File: src/rtl/pipe_ctrl_if.sv
// Handshake bundle between the hazard/fetch side and the pipeline sequencer:
// stall/flush/fetch requests in, PC and pipeline-register controls out.
interface pipe_ctrl_if;
  logic stall_req;
  logic flush_req;
  logic fetch_valid;
  logic pc_en;
  logic pc_sel;
  logic ifid_en;
  logic idex_bubble;

  modport master (
    output stall_req, flush_req, fetch_valid,
    input  pc_en, pc_sel, ifid_en, idex_bubble
  );

  modport slave (
    input  stall_req, flush_req, fetch_valid,
    output pc_en, pc_sel, ifid_en, idex_bubble
  );
endinterface

File: src/rtl/pipe_ctrl.sv
// Pipeline sequencer: turns stall/flush requests into stage enables and bubbles,
// tracks per-stage valid bits and keeps stall/flush/retire statistics.
module pipe_ctrl #(
  parameter int MAX_STALL = 12,
  parameter int CNT_W     = 16
) (
  input  logic             clk,
  input  logic             rst,
  pipe_ctrl_if.slave       ctl,
  output logic             valid_id,
  output logic             valid_ex,
  output logic             valid_mem,
  output logic             valid_wb,
  output logic             in_redirect,
  output logic [3:0]       stall_cnt,
  output logic             watchdog,
  output logic [CNT_W-1:0] stall_total,
  output logic [CNT_W-1:0] flush_total,
  output logic [CNT_W-1:0] retired
);

  typedef enum logic [1:0] {
    RUN      = 2'd0,
    STALL    = 2'd1,
    REDIRECT = 2'd2
  } state_t;

  localparam logic [3:0]       MAX_STALL_W = 4'(MAX_STALL);
  localparam logic [CNT_W-1:0] CNT_ONE     = {{(CNT_W-1){1'b0}}, 1'b1};

  state_t           state_r;
  logic             in_redirect_r;
  logic             valid_id_r, valid_ex_r, valid_mem_r, valid_wb_r;
  logic [3:0]       stall_cnt_r;
  logic [CNT_W-1:0] stall_total_r, flush_total_r, retired_r;
  logic             stall_eff_s;
  logic             pc_en_s, pc_sel_s, ifid_en_s, idex_bubble_s;

  // Same-cycle pipeline controls; flush outranks stall, and an empty ID slot cannot stall.
  always_comb begin
    stall_eff_s   = ctl.stall_req & valid_id_r & ~ctl.flush_req;
    pc_en_s       = ~stall_eff_s;
    pc_sel_s      = ctl.flush_req;
    ifid_en_s     = ~stall_eff_s;
    idex_bubble_s = stall_eff_s | ctl.flush_req | ~valid_id_r;
  end

  assign ctl.pc_en       = pc_en_s;
  assign ctl.pc_sel      = pc_sel_s;
  assign ctl.ifid_en     = ifid_en_s;
  assign ctl.idex_bubble = idex_bubble_s;

  // Stage valid bits; the flushing branch itself keeps moving from EX onward.
  always_ff @(posedge clk or posedge rst) begin
    if (rst) begin
      valid_id_r  <= 1'b0;
      valid_ex_r  <= 1'b0;
      valid_mem_r <= 1'b0;
      valid_wb_r  <= 1'b0;
    end else if (ctl.flush_req) begin
      valid_id_r  <= 1'b0;
      valid_ex_r  <= 1'b0;
      valid_mem_r <= valid_ex_r;
      valid_wb_r  <= valid_mem_r;
    end else if (stall_eff_s) begin
      valid_id_r  <= valid_id_r;
      valid_ex_r  <= 1'b0;
      valid_mem_r <= valid_ex_r;
      valid_wb_r  <= valid_mem_r;
    end else begin
      valid_id_r  <= ctl.fetch_valid;
      valid_ex_r  <= valid_id_r;
      valid_mem_r <= valid_ex_r;
      valid_wb_r  <= valid_mem_r;
    end
  end

  // Sequencer FSM with registered REDIRECT indication.
  always_ff @(posedge clk or posedge rst) begin
    if (rst) begin
      state_r       <= RUN;
      in_redirect_r <= 1'b0;
    end else begin
      case (state_r)
        RUN, STALL, REDIRECT: begin
          if (ctl.flush_req) begin
            state_r       <= REDIRECT;
            in_redirect_r <= 1'b1;
          end else if (stall_eff_s) begin
            state_r       <= STALL;
            in_redirect_r <= 1'b0;
          end else begin
            state_r       <= RUN;
            in_redirect_r <= 1'b0;
          end
        end
        default: begin
          state_r       <= RUN;
          in_redirect_r <= 1'b0;
        end
      endcase
    end
  end

  // Consecutive-stall counter, saturating so the watchdog stays asserted on long stalls.
  always_ff @(posedge clk or posedge rst) begin
    if (rst) begin
      stall_cnt_r <= 4'd0;
    end else if (stall_eff_s) begin
      if (stall_cnt_r != 4'd15) begin
        stall_cnt_r <= stall_cnt_r + 4'd1;
      end else begin
        stall_cnt_r <= stall_cnt_r;
      end
    end else begin
      stall_cnt_r <= 4'd0;
    end
  end

  // Free-running statistics; they wrap silently.
  always_ff @(posedge clk or posedge rst) begin
    if (rst) begin
      stall_total_r <= {CNT_W{1'b0}};
      flush_total_r <= {CNT_W{1'b0}};
      retired_r     <= {CNT_W{1'b0}};
    end else begin
      stall_total_r <= stall_eff_s   ? stall_total_r + CNT_ONE : stall_total_r;
      flush_total_r <= ctl.flush_req ? flush_total_r + CNT_ONE : flush_total_r;
      retired_r     <= valid_wb_r    ? retired_r + CNT_ONE     : retired_r;
    end
  end

  assign valid_id    = valid_id_r;
  assign valid_ex    = valid_ex_r;
  assign valid_mem   = valid_mem_r;
  assign valid_wb    = valid_wb_r;
  assign in_redirect = in_redirect_r;
  assign stall_cnt   = stall_cnt_r;
  assign watchdog    = (stall_cnt_r >= MAX_STALL_W);
  assign stall_total = stall_total_r;
  assign flush_total = flush_total_r;
  assign retired     = retired_r;

endmodule
File: src/flat_wrapper.sv
// flat-port wrapper written by rule: the top's interface ports become plain ports
module pipe_ctrl_flat 
#(
  parameter int MAX_STALL = 12,
  parameter int CNT_W     = 16
)
  (clk, rst, valid_id, valid_ex, valid_mem, valid_wb, in_redirect, stall_cnt, watchdog, stall_total, flush_total, retired, ctl_stall_req, ctl_flush_req, ctl_fetch_valid, ctl_pc_en, ctl_pc_sel, ctl_ifid_en, ctl_idex_bubble);
  pipe_ctrl_if ctl_i ();
  input  logic clk;
  input  logic rst;
  output logic valid_id;
  output logic valid_ex;
  output logic valid_mem;
  output logic valid_wb;
  output logic in_redirect;
  output logic [3:0] stall_cnt;
  output logic watchdog;
  output logic [CNT_W-1:0] stall_total;
  output logic [CNT_W-1:0] flush_total;
  output logic [CNT_W-1:0] retired;
  input wire logic [$bits(ctl_i.stall_req)-1:0] ctl_stall_req;
  input wire logic [$bits(ctl_i.flush_req)-1:0] ctl_flush_req;
  input wire logic [$bits(ctl_i.fetch_valid)-1:0] ctl_fetch_valid;
  output wire logic [$bits(ctl_i.pc_en)-1:0] ctl_pc_en;
  output wire logic [$bits(ctl_i.pc_sel)-1:0] ctl_pc_sel;
  output wire logic [$bits(ctl_i.ifid_en)-1:0] ctl_ifid_en;
  output wire logic [$bits(ctl_i.idex_bubble)-1:0] ctl_idex_bubble;
  assign ctl_i.stall_req = ctl_stall_req;
  assign ctl_i.flush_req = ctl_flush_req;
  assign ctl_i.fetch_valid = ctl_fetch_valid;
  assign ctl_pc_en = ctl_i.pc_en;
  assign ctl_pc_sel = ctl_i.pc_sel;
  assign ctl_ifid_en = ctl_i.ifid_en;
  assign ctl_idex_bubble = ctl_i.idex_bubble;
  pipe_ctrl #(.MAX_STALL(MAX_STALL), .CNT_W(CNT_W)) u_core (.clk(clk), .rst(rst), .ctl(ctl_i), .valid_id(valid_id), .valid_ex(valid_ex), .valid_mem(valid_mem), .valid_wb(valid_wb), .in_redirect(in_redirect), .stall_cnt(stall_cnt), .watchdog(watchdog), .stall_total(stall_total), .flush_total(flush_total), .retired(retired));
endmodule
File: config.mk
export PLATFORM = sky130hd
export DESIGN_NAME = pipe_ctrl_flat
export DESIGN_NICKNAME = d
export VERILOG_FILES = /design/src/rtl/pipe_ctrl_if.sv /design/src/rtl/pipe_ctrl.sv /design/src/flat_wrapper.sv
export SDC_FILE = /design/constraint.sdc
export NUM_CORES = 1
export LEC_CHECK = 0
export BUFFER_PORTS_ARGS = -buffer_cell sky130_fd_sc_hd__buf_2
export CELL_PAD_IN_SITES_DETAIL_PLACEMENT = 0
export CELL_PAD_IN_SITES_GLOBAL_PLACEMENT = 1
export CORE_MARGIN = 1
export CORE_UTILIZATION = 40
export CTS_BUF_LIST = sky130_fd_sc_hd__clkbuf_16
export CTS_CLUSTER_SIZE = 24
export DETAILED_ROUTE_END_ITERATION = 10
export PLACE_DENSITY = 0.89
export SYNTH_ARGS = -nofsm -noshare
export SYNTH_HDL_FRONTEND = slang
export SYNTH_SLANG_ARGS = --single-unit
File: constraint.sdc
create_clock -name clk -period 2 [get_ports clk]
set_input_delay 0 -clock clk [delete_from_list [all_inputs] [get_ports clk]]
set_output_delay 0 -clock clk [all_outputs]
set_load 0.02 [all_outputs]
==> impl_metrics.toml <==
[global_routing]
antenna_found_initial = 0
track_usage_pct = 16.34
first_global_vias = 1724
grt_max_degree = 32
grt_pass1_wl_mm = 7.983
gr-total-overflow = 0

[timing]
min_period_ns = 1.408
tightest_slew_ns = 0.6087
slew_viol_final = 0
rsz0062_at_grt = "false"
period_share_pct = 70.39
setup_viol = 0
hold_viol = 0
clock_skew_ns = 0.005877
fin_ws_ns = 0.5921
slew_headroom_pct = 59.36
max_freq_mhz = 710.3
setup-tns-final_ns = 0

[layout]
n_antenna_cell = 0
multi_input_area_um2 = 1001
regArea_um2 = 1451
nets = 300
area_growth_pct = 27.59
layout.cells.non_filler = 370
fill_cells = 535
finish.utilization_pct = 53.51
drive_gt1_share_pct = 30.85

[die]
die_w_um = 81.25
core_area_um2 = 5991
die_area_um2 = 6602
ioPinCount = 67
die_height_um = 81.25
rows = 28
start_util_pct = 41.94

[clock_tree]
clockBufferDepth = 2
cts_tree = "yes"
path_clk_slew_ns = 0.05
cts_root_buf = "clkbuf_16"
h-tree-depth = 3
numCtsBuffers = 9
clock_sinks = 58
post_cts_resized = 0
clock_latency_ns = 0.31

[synthesis]
avgSynthCellArea_um2 = 11.74
ys_async_sr_fraction_pct = 100.0
ys_seq_elements = 58
netlist_area_um2 = 2512
synth_area_leaders = "dfrtp_1, xnor2_1, xor2_1"
synth_nets = 223
synth_top_area_share_pct = 57.77
synth-main-ff-cell = "dfrtp_1"
synth-compound-area-share_pct = 0.9462
synth_top_family_by_area = "simple AND/OR/NAND/NOR gates"
ys_seq_area_share_pct = 57.77
yosysTopAreaCell = "dfrtp_1"
yosysUniqueCellTypes = 34
synth-simple-area-share_pct = 19.57
synthAdderAreaFrac_pct = 1.992
yosys_warnings = 0
muxShareOfSynthArea_pct = 1.295
synth_edf_count = 0
synth_xor_area_share_pct = 16.04
synthCells = 214

[critical_path]
r2r-end = "u_core.flush_total[15]"
crit_path_end_kind = "register"
crit_family = "simple AND/OR/NAND/NOR gates"
path_cells = "nand4_2 > nor3_1 > nand4_1 > xnor2_1"
slowest_delay_ns = 0.42
critPathLaunch = "u_core.flush_total[2]"
rr_worst_depth = 4
startpoint_type = "register"
cp_data_required_time_ns = 2.20
worst-path-stages = 4
crit_end = "u_core.flush_total[15]"
worst_path_max_delay_cell = "dfrtp_1"
crit_fanout = 6
path_buf_inv = 0
critical_path_class = "reg2reg"
rr_startpoint = "u_core.flush_total[2]"
r2r_slack_ns = 0.59
arrival_ns = 1.61

[placed_design]
dp_slack_ns = 0.5859
hpwlAfterDp_mm = 3.338
io_buffers = 66
place_congestion = 0.7313
placed_cells = 352

[power_and_ir_drop]
p_leak_nw = 1.651
p_clk_share_pct = 37.0
p_int_mw = 2.385
ir_drop_mv = 0.8159
p_sw_share_pct = 31.17
p_total_mw = 3.465
combPwrFrac_pct = 18.6
switchingPower_mw = 1.080
pwr-share-seq_pct = 44.4
cellPowerDensity_nw_per_um2 = 1081

[route]
ant_nets = 0
wl_mm = 4.789
first_pass_iters = 4
vias = 1788
drc = 0
avgViaCountPerCell = 4.832
drt_iter0_drc = 53
routedWlPerCell_um = 12.94

[hold_path]
min_path_type = "in2reg"

[outcome]
status = "finished clean"

[run]
cap_viol_max_count = 0
-- cell usage in the layout (no fill, tap or decap), types with 2 or more instances in the layout --
master         synthesis  routed
inv_1                  6       5
clkinv_2               0       2
nand3_1               14      14
xnor2_1               33      33
dfrtp_1               58      58
buf_2                  1      66
clkbuf_16              0       9
nor3_1                 9       9
ha_1                   4       4
and3_1                 5       5
nor3b_1                2       2
nand2_1               25      25
xor2_1                13      13
dlygate4sd3_1          0       3
nor2_1                11      11
clkinv_1               0       4
nand4_1               10      10
mux2_2                 2       2
-- through the flow --
step / hold WS (ns) / instance area (um^2)
after floorplan: 0.08115 / 2512
after global placement: 0.1059 / 2925
after global routing: 0.03413 / 3206
after CTS: 0.01092 / 3206
after detailed placement: 0.1138 / 2925
final: 0.02240 / 3206
-- state kept, by name, summed over array words and instances, names as in the netlist, 4 cells and up --
register,flops
u_core.retired,16
u_core.stall_total,16
u_core.flush_total,16
u_core.stall_cnt,4
-- worst min-delay path by stage --
| stage | end | from | slack [ns] | cells past startpoint |
|---|---|---|---|---|
| 2_1_floorplan | u_core.valid_ex | ctl_stall_req | 0.08 | 1 |
| 4_1_cts | u_core.valid_ex | ctl_flush_req | 0.01 | 2 |
| 3_3_place_gp | u_core.retired[3] | rst | 0.11 | 2 |
| 3_5_place_dp | u_core.retired[3] | rst | 0.11 | 2 |
| 5_1_grt | u_core.valid_ex | ctl_flush_req | 0.03 | 2 |
| 6_report | u_core.valid_ex | ctl_flush_req | 0.02 | 2 |
-- synth_stat cells, types with 2 or more instances --
cell type and instances:
nand4_1 10, nand2_1 25, inv_1 6, ha_1 4, nor3_1 9, buf_4 2, dfrtp_1 58, mux2_2 2
nand3_1 14, and3_1 5, xnor2_1 33, xor2_1 13, nor3b_1 2, nor2_1 11
-- logic make-up after synthesis --
logic type                 count (synthesis)
xor gates and xnor gates                  46
DFF                                       58
muxes                                      3
and+or+nand+nor                           88
adders and majority gates                  4
AOI/OAI and AO/OA                          4
buffers and inverters                     11
-- routing by layer --
| layer | up-vias | part of all wire [%] | global-route usage [%] |
|---|---|---|---|
| met1 | 856 | 48 | 20.82 |
| li1 | 880 | - | - |
| met3 | 6 | 4.1 | 4.831 |
| met4 | 0 | 0.96 | 9.107 |
| met2 | 46 | 47 | 24.71 |
| met5 | - | 0 | 0 |
-- layout make-up --
type / instances / area share (%)
clock buffer: 9 / 7.026
clock inverter: 6 / 0.7806
inverter: 7 / 0.8977
multi-input combinational: 145 / 31.23
sequential: 58 / 45.28
tap: 75 / 2.927
timing repair buffer: 70 / 11.87
-- power by group through the flow --
stage | combinational (mW) | sequential, mW | clock [mW]
6_report | 0.645 | 1.54 | 1.28
5_1_grt | 0.713 | 1.57 | 1.37
4_1_cts | 0.655 | 1.54 | 1.31
3_5_place_dp | 0.647 | 1.55 | 0
3_3_place_gp | 0.647 | 1.54 | 0
2_1_floorplan | 0.247 | 1.71 | 0
-- what timing repair did --
action | in CTS | in global routing
endpoints found under the hold margin | 29 | 0
hold buffers | 3 | 0
buffers inserted | 0 | 0
Note: power is estimated with default switching activity, not from simulation.
